`config.mk`:
```
export PLATFORM = sky130hd
export DESIGN_NAME = twiddle_rotate
export DESIGN_NICKNAME = d
export VERILOG_FILES = /design/src/rtl/twiddle_rotate.sv
export SDC_FILE = /design/constraint.sdc
export NUM_CORES = 1
export LEC_CHECK = 0
export ABC_AREA = 1
export ABC_CLOCK_PERIOD_IN_PS = 4830
export BUFFER_PORTS_ARGS = -buffer_cell sky130_fd_sc_hd__buf_4
export CORE_AREA = 2 2 241 243
export CTS_CLUSTER_DIAMETER = 200
export DETAILED_ROUTE_END_ITERATION = 7
export DIE_AREA = 0 0 243 245
export HOLD_SLACK_MARGIN = 0.1
export SLEW_MARGIN = 20
export SYNTH_ARGS = -nofsm -noshare
export SYNTH_HDL_FRONTEND = slang
export SYNTH_SLANG_ARGS = --single-unit
```
`constraint.sdc`:
```
create_clock -name clk -period 4.83 [get_ports clk]
set_input_delay 0.483 -clock clk [delete_from_list [all_inputs] [get_ports clk]]
set_output_delay 0.483 -clock clk [all_outputs]
set_load 0.05 [all_outputs]
```
`src/rtl/twiddle_rotate.sv`:
```
// Multiplies a complex sample by the radix-8 twiddle W8^k using a three-stage
// pipeline: operand select/add, multiply by the 1/sqrt(2) numerator, then shift/negate/saturate.
module twiddle_rotate #(
  parameter int WIDTH  = 16,
  parameter int CMUL   = 181,
  parameter int CSHIFT = 8
) (
  input  logic                    clk,
  input  logic                    rst,
  input  logic                    in_valid,
  output logic                    in_ready,
  input  logic signed [WIDTH-1:0] in_re,
  input  logic signed [WIDTH-1:0] in_im,
  input  logic [2:0]              k,
  output logic                    out_valid,
  input  logic                    out_ready,
  output logic signed [WIDTH-1:0] out_re,
  output logic signed [WIDTH-1:0] out_im
);

  localparam int OW = WIDTH + 1;
  localparam int PW = WIDTH + 1 + $clog2(CMUL) + 1;

  localparam logic signed [PW-1:0]    CMUL_S = PW'(CMUL);
  localparam logic signed [WIDTH-1:0] SMAX   = {1'b0, {(WIDTH-1){1'b1}}};
  localparam logic signed [WIDTH-1:0] SMIN   = ~SMAX;
  localparam logic signed [PW:0]      MAXV   = {{(PW-WIDTH+1){1'b0}}, SMAX};
  localparam logic signed [PW:0]      MINV   = {{(PW-WIDTH+1){1'b1}}, SMIN};

  logic en;
  logic v1_reg;
  logic v2_reg;
  logic v3_reg;

  assign en        = ~v3_reg | out_ready;
  assign in_ready  = en;
  assign out_valid = v3_reg;

  logic signed [OW-1:0] a_w;
  logic signed [OW-1:0] b_w;
  logic signed [OW-1:0] s_w;
  logic signed [OW-1:0] d_w;
  logic signed [OW-1:0] nd_w;

  assign a_w  = {in_re[WIDTH-1], in_re};
  assign b_w  = {in_im[WIDTH-1], in_im};
  assign s_w  = a_w + b_w;
  assign d_w  = a_w - b_w;
  assign nd_w = b_w - a_w;

  // Index 0 is the real path, 1 the imaginary path. Every pre-scale negation
  // is -d, formed directly as b-a so the floor lands on the shown sign.
  logic signed [OW-1:0] sel_op    [2];
  logic                 sel_scale [2];
  logic                 sel_neg   [2];

  always_comb begin
    sel_op[0]    = a_w;
    sel_op[1]    = b_w;
    sel_scale[0] = 1'b0;
    sel_scale[1] = 1'b0;
    sel_neg[0]   = 1'b0;
    sel_neg[1]   = 1'b0;
    case (k)
      3'd0: begin
        sel_op[0] = a_w;
        sel_op[1] = b_w;
      end
      3'd1: begin
        sel_op[0] = s_w;  sel_scale[0] = 1'b1;
        sel_op[1] = nd_w; sel_scale[1] = 1'b1;
      end
      3'd2: begin
        sel_op[0] = b_w;
        sel_op[1] = a_w;  sel_neg[1] = 1'b1;
      end
      3'd3: begin
        sel_op[0] = nd_w; sel_scale[0] = 1'b1;
        sel_op[1] = s_w;  sel_scale[1] = 1'b1; sel_neg[1] = 1'b1;
      end
      3'd4: begin
        sel_op[0] = a_w;  sel_neg[0] = 1'b1;
        sel_op[1] = b_w;  sel_neg[1] = 1'b1;
      end
      3'd5: begin
        sel_op[0] = s_w;  sel_scale[0] = 1'b1; sel_neg[0] = 1'b1;
        sel_op[1] = d_w;  sel_scale[1] = 1'b1;
      end
      3'd6: begin
        sel_op[0] = b_w;  sel_neg[0] = 1'b1;
        sel_op[1] = a_w;
      end
      default: begin
        sel_op[0] = d_w;  sel_scale[0] = 1'b1;
        sel_op[1] = s_w;  sel_scale[1] = 1'b1;
      end
    endcase
  end

  always_ff @(posedge clk) begin
    if (rst) begin
      v1_reg <= 1'b0;
      v2_reg <= 1'b0;
      v3_reg <= 1'b0;
    end else if (en) begin
      v1_reg <= in_valid;
      v2_reg <= v1_reg;
      v3_reg <= v2_reg;
    end
  end

  genvar gi;
  generate
    for (gi = 0; gi < 2; gi++) begin : g_comp
      logic signed [OW-1:0]    op_reg;
      logic                    scale1_reg;
      logic                    neg1_reg;
      logic signed [PW-1:0]    op_ext;
      logic signed [PW-1:0]    prod_next;
      logic signed [PW-1:0]    prod_reg;
      logic                    scale2_reg;
      logic                    neg2_reg;
      logic signed [PW-1:0]    scaled_w;
      logic signed [PW:0]      ext_w;
      logic signed [PW:0]      sv_w;
      logic signed [WIDTH-1:0] res_next;
      logic signed [WIDTH-1:0] res_reg;

      assign op_ext    = {{(PW-OW){op_reg[OW-1]}}, op_reg};
      assign prod_next = scale1_reg ? (op_ext * CMUL_S) : op_ext;

      // Unscaled operands bypass the shift so they pass through exactly.
      assign scaled_w = scale2_reg ? (prod_reg >>> CSHIFT) : prod_reg;
      assign ext_w    = {scaled_w[PW-1], scaled_w};
      assign sv_w     = neg2_reg ? -ext_w : ext_w;

      always_comb begin
        if (sv_w > MAXV) begin
          res_next = SMAX;
        end else if (sv_w < MINV) begin
          res_next = SMIN;
        end else begin
          res_next = sv_w[WIDTH-1:0];
        end
      end

      always_ff @(posedge clk) begin
        if (rst) begin
          op_reg     <= '0;
          scale1_reg <= 1'b0;
          neg1_reg   <= 1'b0;
          prod_reg   <= '0;
          scale2_reg <= 1'b0;
          neg2_reg   <= 1'b0;
          res_reg    <= '0;
        end else if (en) begin
          if (in_valid) begin
            op_reg     <= sel_op[gi];
            scale1_reg <= sel_scale[gi];
            neg1_reg   <= sel_neg[gi];
          end
          if (v1_reg) begin
            prod_reg   <= prod_next;
            scale2_reg <= scale1_reg;
            neg2_reg   <= neg1_reg;
          end
          if (v2_reg) begin
            res_reg <= res_next;
          end
        end
      end
    end
  endgenerate

  assign out_re = g_comp[0].res_reg;
  assign out_im = g_comp[1].res_reg;

endmodule

```
### Word level (Yosys, flattened, before mapping)

Index checks and enable logic that the tools add are counted.
Widths: inputs -> output; s select.

* bits in registers: 129
* bits of input ports: 39
* word-level logic and storage cells: 59

* equality and inequality tests: 6
* bitwise gates (word level): 2
* reductions and logical operators: 9
* add/sub/neg operators: 5
* multiplexer cells: 14
* order comparisons: 4
* $mul: 2

Operator list (count)
* $pmux 34 s5: 1
* $mux 16: 4
* $gt 27x16->1 const B: 2
* $lt 27x16->1 const B: 2
* $mux 27: 2
* $neg 26->27: 2
* $mul 17x9->26 const B: 2
* $mux 26: 2
* $mux 25: 2
* $sub 16x16->17: 2
* $add 16x16->17: 1
* $eq 3x3->1 const B: 3
* $eq 3x2->1 const B: 2
* $reduce_and 2->1: 3
* $reduce_or 3->1: 2
* $reduce_or 2->1: 2
* $reduce_or 4->1: 1
* $eq 3x1->1 const B: 1
* $logic_not 3->1: 1
* $mux 1: 2
* $mux 2: 1
* $not 1->1: 1
* $or 1x1->1: 1

### Depth between registers and ports, before layout

* depth after elaboration: 6
* mapped depth: 22

### Worst setup path after synthesis

No wires, ideal clock.

* path type: register to register
* start: reg g_comp[1].op_reg[7]
* end: reg g_comp[1].prod_reg[20]
* path buffers: 0
* period minus slack after synthesis: 3.950 ns
* stages on the path, launching flop included: 19
* slack: 0.880 ns
* setup time: 0.132 ns
* arrival: 3.817 ns
* cells stage by stage: dfxtp_1 -> ha_1 -> inv_1 -> fa_1 -> inv_1 -> fa_1 -> inv_1 -> fa_1 -> inv_1 -> ha_1 -> nand2_1 -> inv_1 -> a21oi_1 -> o21ai_0 -> a21boi_0 -> o21ai_0 -> or2_2 -> nand3_1 -> a31oi_1

* word-level cells in the longest chain between the ends: 2

Ends and longest elaborated chain
* start: declaration: line 115 `logic signed [OW-1:0] op_reg;`
* start signal: assignment: line 158 `op_reg <= sel_op[gi];`
* $mul 17x9->26: line 130 `assign prod_next = scale1_reg ? (op_ext * CMUL_S) : op_ext;`
* $mux 26: line 130
* end signal: assignment: line 163 `prod_reg <= prod_next;`
* end: declaration: line 120 `logic signed [PW-1:0] prod_reg;`

No other way between the ends.
A chain may end at the register's enable or synchronous reset.

### Worst setup path after layout

* start: reg g_comp[1].op_reg[4]
* end: reg g_comp[1].prod_reg[20]

Same word-level chain as after synthesis.

==> results_dict.tcl <==
set metrics [dict create \
    outcome "finished, final reports clean" \
    holdPathEnd "g_comp[1].op_reg[7]" \
    area_growth_pct 10.6 \
    diodes 0 \
    grt_use_total_pct 16.7 \
    grt_overflow 0 \
    avgSynthCellArea_um2 6.44 \
    clock_path_buffers 2 \
    cts_num_sinks 127 \
    synth_cells 2638 \
    place_congestion 0.918 \
    synth_nets 2972 \
    synthArstFlopShare_pct 0 \
    max_freq_ghz 0.225 \
    io_pins 73 \
    finalPower_w 0.00561 \
    hp-start "in_re[7]" \
    die_w_um 243 \
    vias 16400 \
    cp_top_family "adder cells" \
    core_mm2 0.0570 \
    criticalPathCategory "reg2reg" \
    portBuffers 72 \
    synth-edff-count 0 \
    tightest_slew_ps 1160 \
    die_height_um 245 \
    antenna_found_initial 0 \
    grt_max_degree 73 \
    wl_per_cell_um 14.3 \
    rows 88 \
    r2r-end "g_comp[1].prod_reg[20]" \
    largest_reg_flops 52 \
    ys.flop_type "dfxtp_1" \
    cts_hold_buf 0 \
    synth_area_mm2 0.0170 \
    synthTopCellsByArea "dfxtp_1, ha_1, nand2_1, fa_1, inv_1" \
    crit_arrival_ps 4730 \
    finClkSkew_ps 11.9 \
    drive_above_1_share_pct 5.95 \
    peakVddDrop_mv 0.242 \
    yosysUniqueCellTypes 47 \
    cts-root-buf "clkbuf_16" \
    cts_tree "built" \
    cpMaxStageDelayCell "dfxtp_1" \
    cts_buffers 17 \
    startpoint_type "flop" \
    final_cell_mix "nand2_1, inv_1, nor2_1, ha_1, a21oi_1" \
    cp_common_cell "inv_1" \
    path_cells "ha_1 -> inv_1 -> fa_1 -> inv_1 -> fa_1 -> inv_1 -> fa_1 -> inv_1 -> ha_1 -> nand2_1 -> inv_1 -> a21oi_1 -> o21ai_0 -> a21boi_0 -> o21ai_0 -> or2_2 -> nand3_1 -> a31oi_1" \
    min_path_type "in2reg" \
    finalCritPeriodShare_pct 92.1 \
    required_ps 5120 \
    drtIter0Drc 1205 \
    rsz0062_at_grt "false" \
    ys_ff_latch 127 \
    ys.warnings.count 0 \
    power.density_mw_per_mm2 298 \
    die-area_mm2 0.0595 \
    wl_um 49100 \
    drtPass1Iterations 5 \
    crit_path_max_incr_delay_ps 540 \
    ant_nets 0 \
    synth_seq_area_share_pct 15.0 \
    drc 0 \
    path_max_fanout 7 \
    post_cts_resized 0 \
    setup_viol 0 \
    drv_slew 0 \
    synth_top_area_cell "dfxtp_1" \
    clkTransAtPathRegs_ps 60 \
    fill_cells 6412 \
    hold-path-cell-count 3 \
    post_cts_buffers 0 \
    hold_violations 0 \
    final_util_pct 32.9 \
    grt_pass1_wl_um 81700 \
    r2r_cells 18 \
    via_per_inst 4.78 \
    dp_hpwl_um 39700 \
    grt_pass1_vias 15800 \
    nets 2993 \
    fin_setup_tns_ps 0 \
    slew_headroom_pct 22.6 \
    p_leak_nw 9.58 \
    path_buf_inv 5 \
    startpoint "g_comp[1].op_reg[4]" \
    period_needed_ps 4450 \
    clkLatencyLatePin_ps 430 \
    synth_top_area_share_pct 15.0 \
    seqCellArea_mm2 0.00254 \
    reg2reg_slack_ps 380 \
    start_util_pct 29.8 \
    multi_input_area_mm2 0.0122 \
    maxCapViolCount 0 \
    end_kind "flop" \
    reg2reg_from "g_comp[1].op_reg[4]" \
    ctsHtreeMaxLevel 4 \
    final_common_cell "nand2_1" \
]
==> cells in the mapped netlist, types with 4 or more instances <==
library cell and count:
a21o_1 8, xor2_1 64, or2_2 11, buf_2 4
nand3_1 144, clkbuf_1 59, a221oi_1 19, fa_1 92
o221ai_1 7, a31oi_1 39, nand3_2 4, nor2_2 5
xnor2_1 11, a21oi_1 183, nand2_1 638, o21ai_0 164
o21bai_1 10, buf_1 11, nand2_2 6, nand4_1 11
buf_4 5, o211ai_1 28, inv_1 473, nor3_1 11
ha_1 203, nand3b_1 4, clkinv_1 4, buf_6 10
nor2_1 250, dfxtp_1 127, a21boi_0 4
==> worst min-delay path, stage by stage <==
cell     delay [ps]
buf_4           140
nand2_1          70
a31oi_1          70
==> power breakdown <==
| part | switching [W] | total, W | internal, W | leakage (nW) |
|---|---|---|---|---|
| combinational | 0.00198 | 0.00308 | 0.00110 | 8.24 |
| sequential | 0.000114 | 0.00124 | 0.00112 | 1.04 |
| clock | 0.000550 | 0.00129 | 0.000742 | 0.293 |
| total | 0.00264 | 0.00561 | 0.00296 | 9.58 |
==> cell type report <==
class | count | share of cell area (%)
Timing Repair Buffer | 91 | 3.64
Tap cell | 765 | 5.09
Sequential cell | 127 | 13.5
Multi-Input combinational cell | 1943 | 65.0
Clock buffer | 18 | 2.34
Clock inverter | 14 | 0.792
Inverter | 479 | 9.58
==> worst max-delay path by stage <==
stage,end,slack [ps],depth (start not counted)
finish,g_comp[1].prod_reg[20],380,18
global route,g_comp[1].prod_reg[23],30,20
detailed placement,g_comp[0].prod_reg[20],420,20
floorplan,g_comp[1].prod_reg[20],880,18
CTS,g_comp[1].prod_reg[23],410,20
global placement,g_comp[0].prod_reg[15],420,16
==> kinds of logic after synthesis <==
logic type	after synthesis	synth area share, %
adders and majority gates	295	25.8
DFF	127	15.0
and+or+nand+nor	1090	26.1
buffers and inverters	568	13.1
AOI/OAI and AO/OA	483	16.1
xor gates and xnor gates	75	3.87
==> layer usage <==
layer	vias up	GRT usage, %	share of wire (%)
met5	-	0	0
met4	0	3.68	1.5
met3	52	2.29	4.9
met2	422	25.9	42
met1	7526	24.5	51
li1	8444	-	-
==> metrics by stage <==
step / cells / cell area (um^2) / worst slack [ps] / hold WS, ps
floorplan: 2638 / 17000 / 880 / 430
global placement: 3405 / 18200 / 420 / 453
detailed placement: 3405 / 18200 / 416 / 457
CTS: 3437 / 18800 / 411 / 365
global route: 3437 / 18800 / 32.5 / 381
finish: 3437 / 18800 / 384 / 381
(Power assumes the default switching activity.)
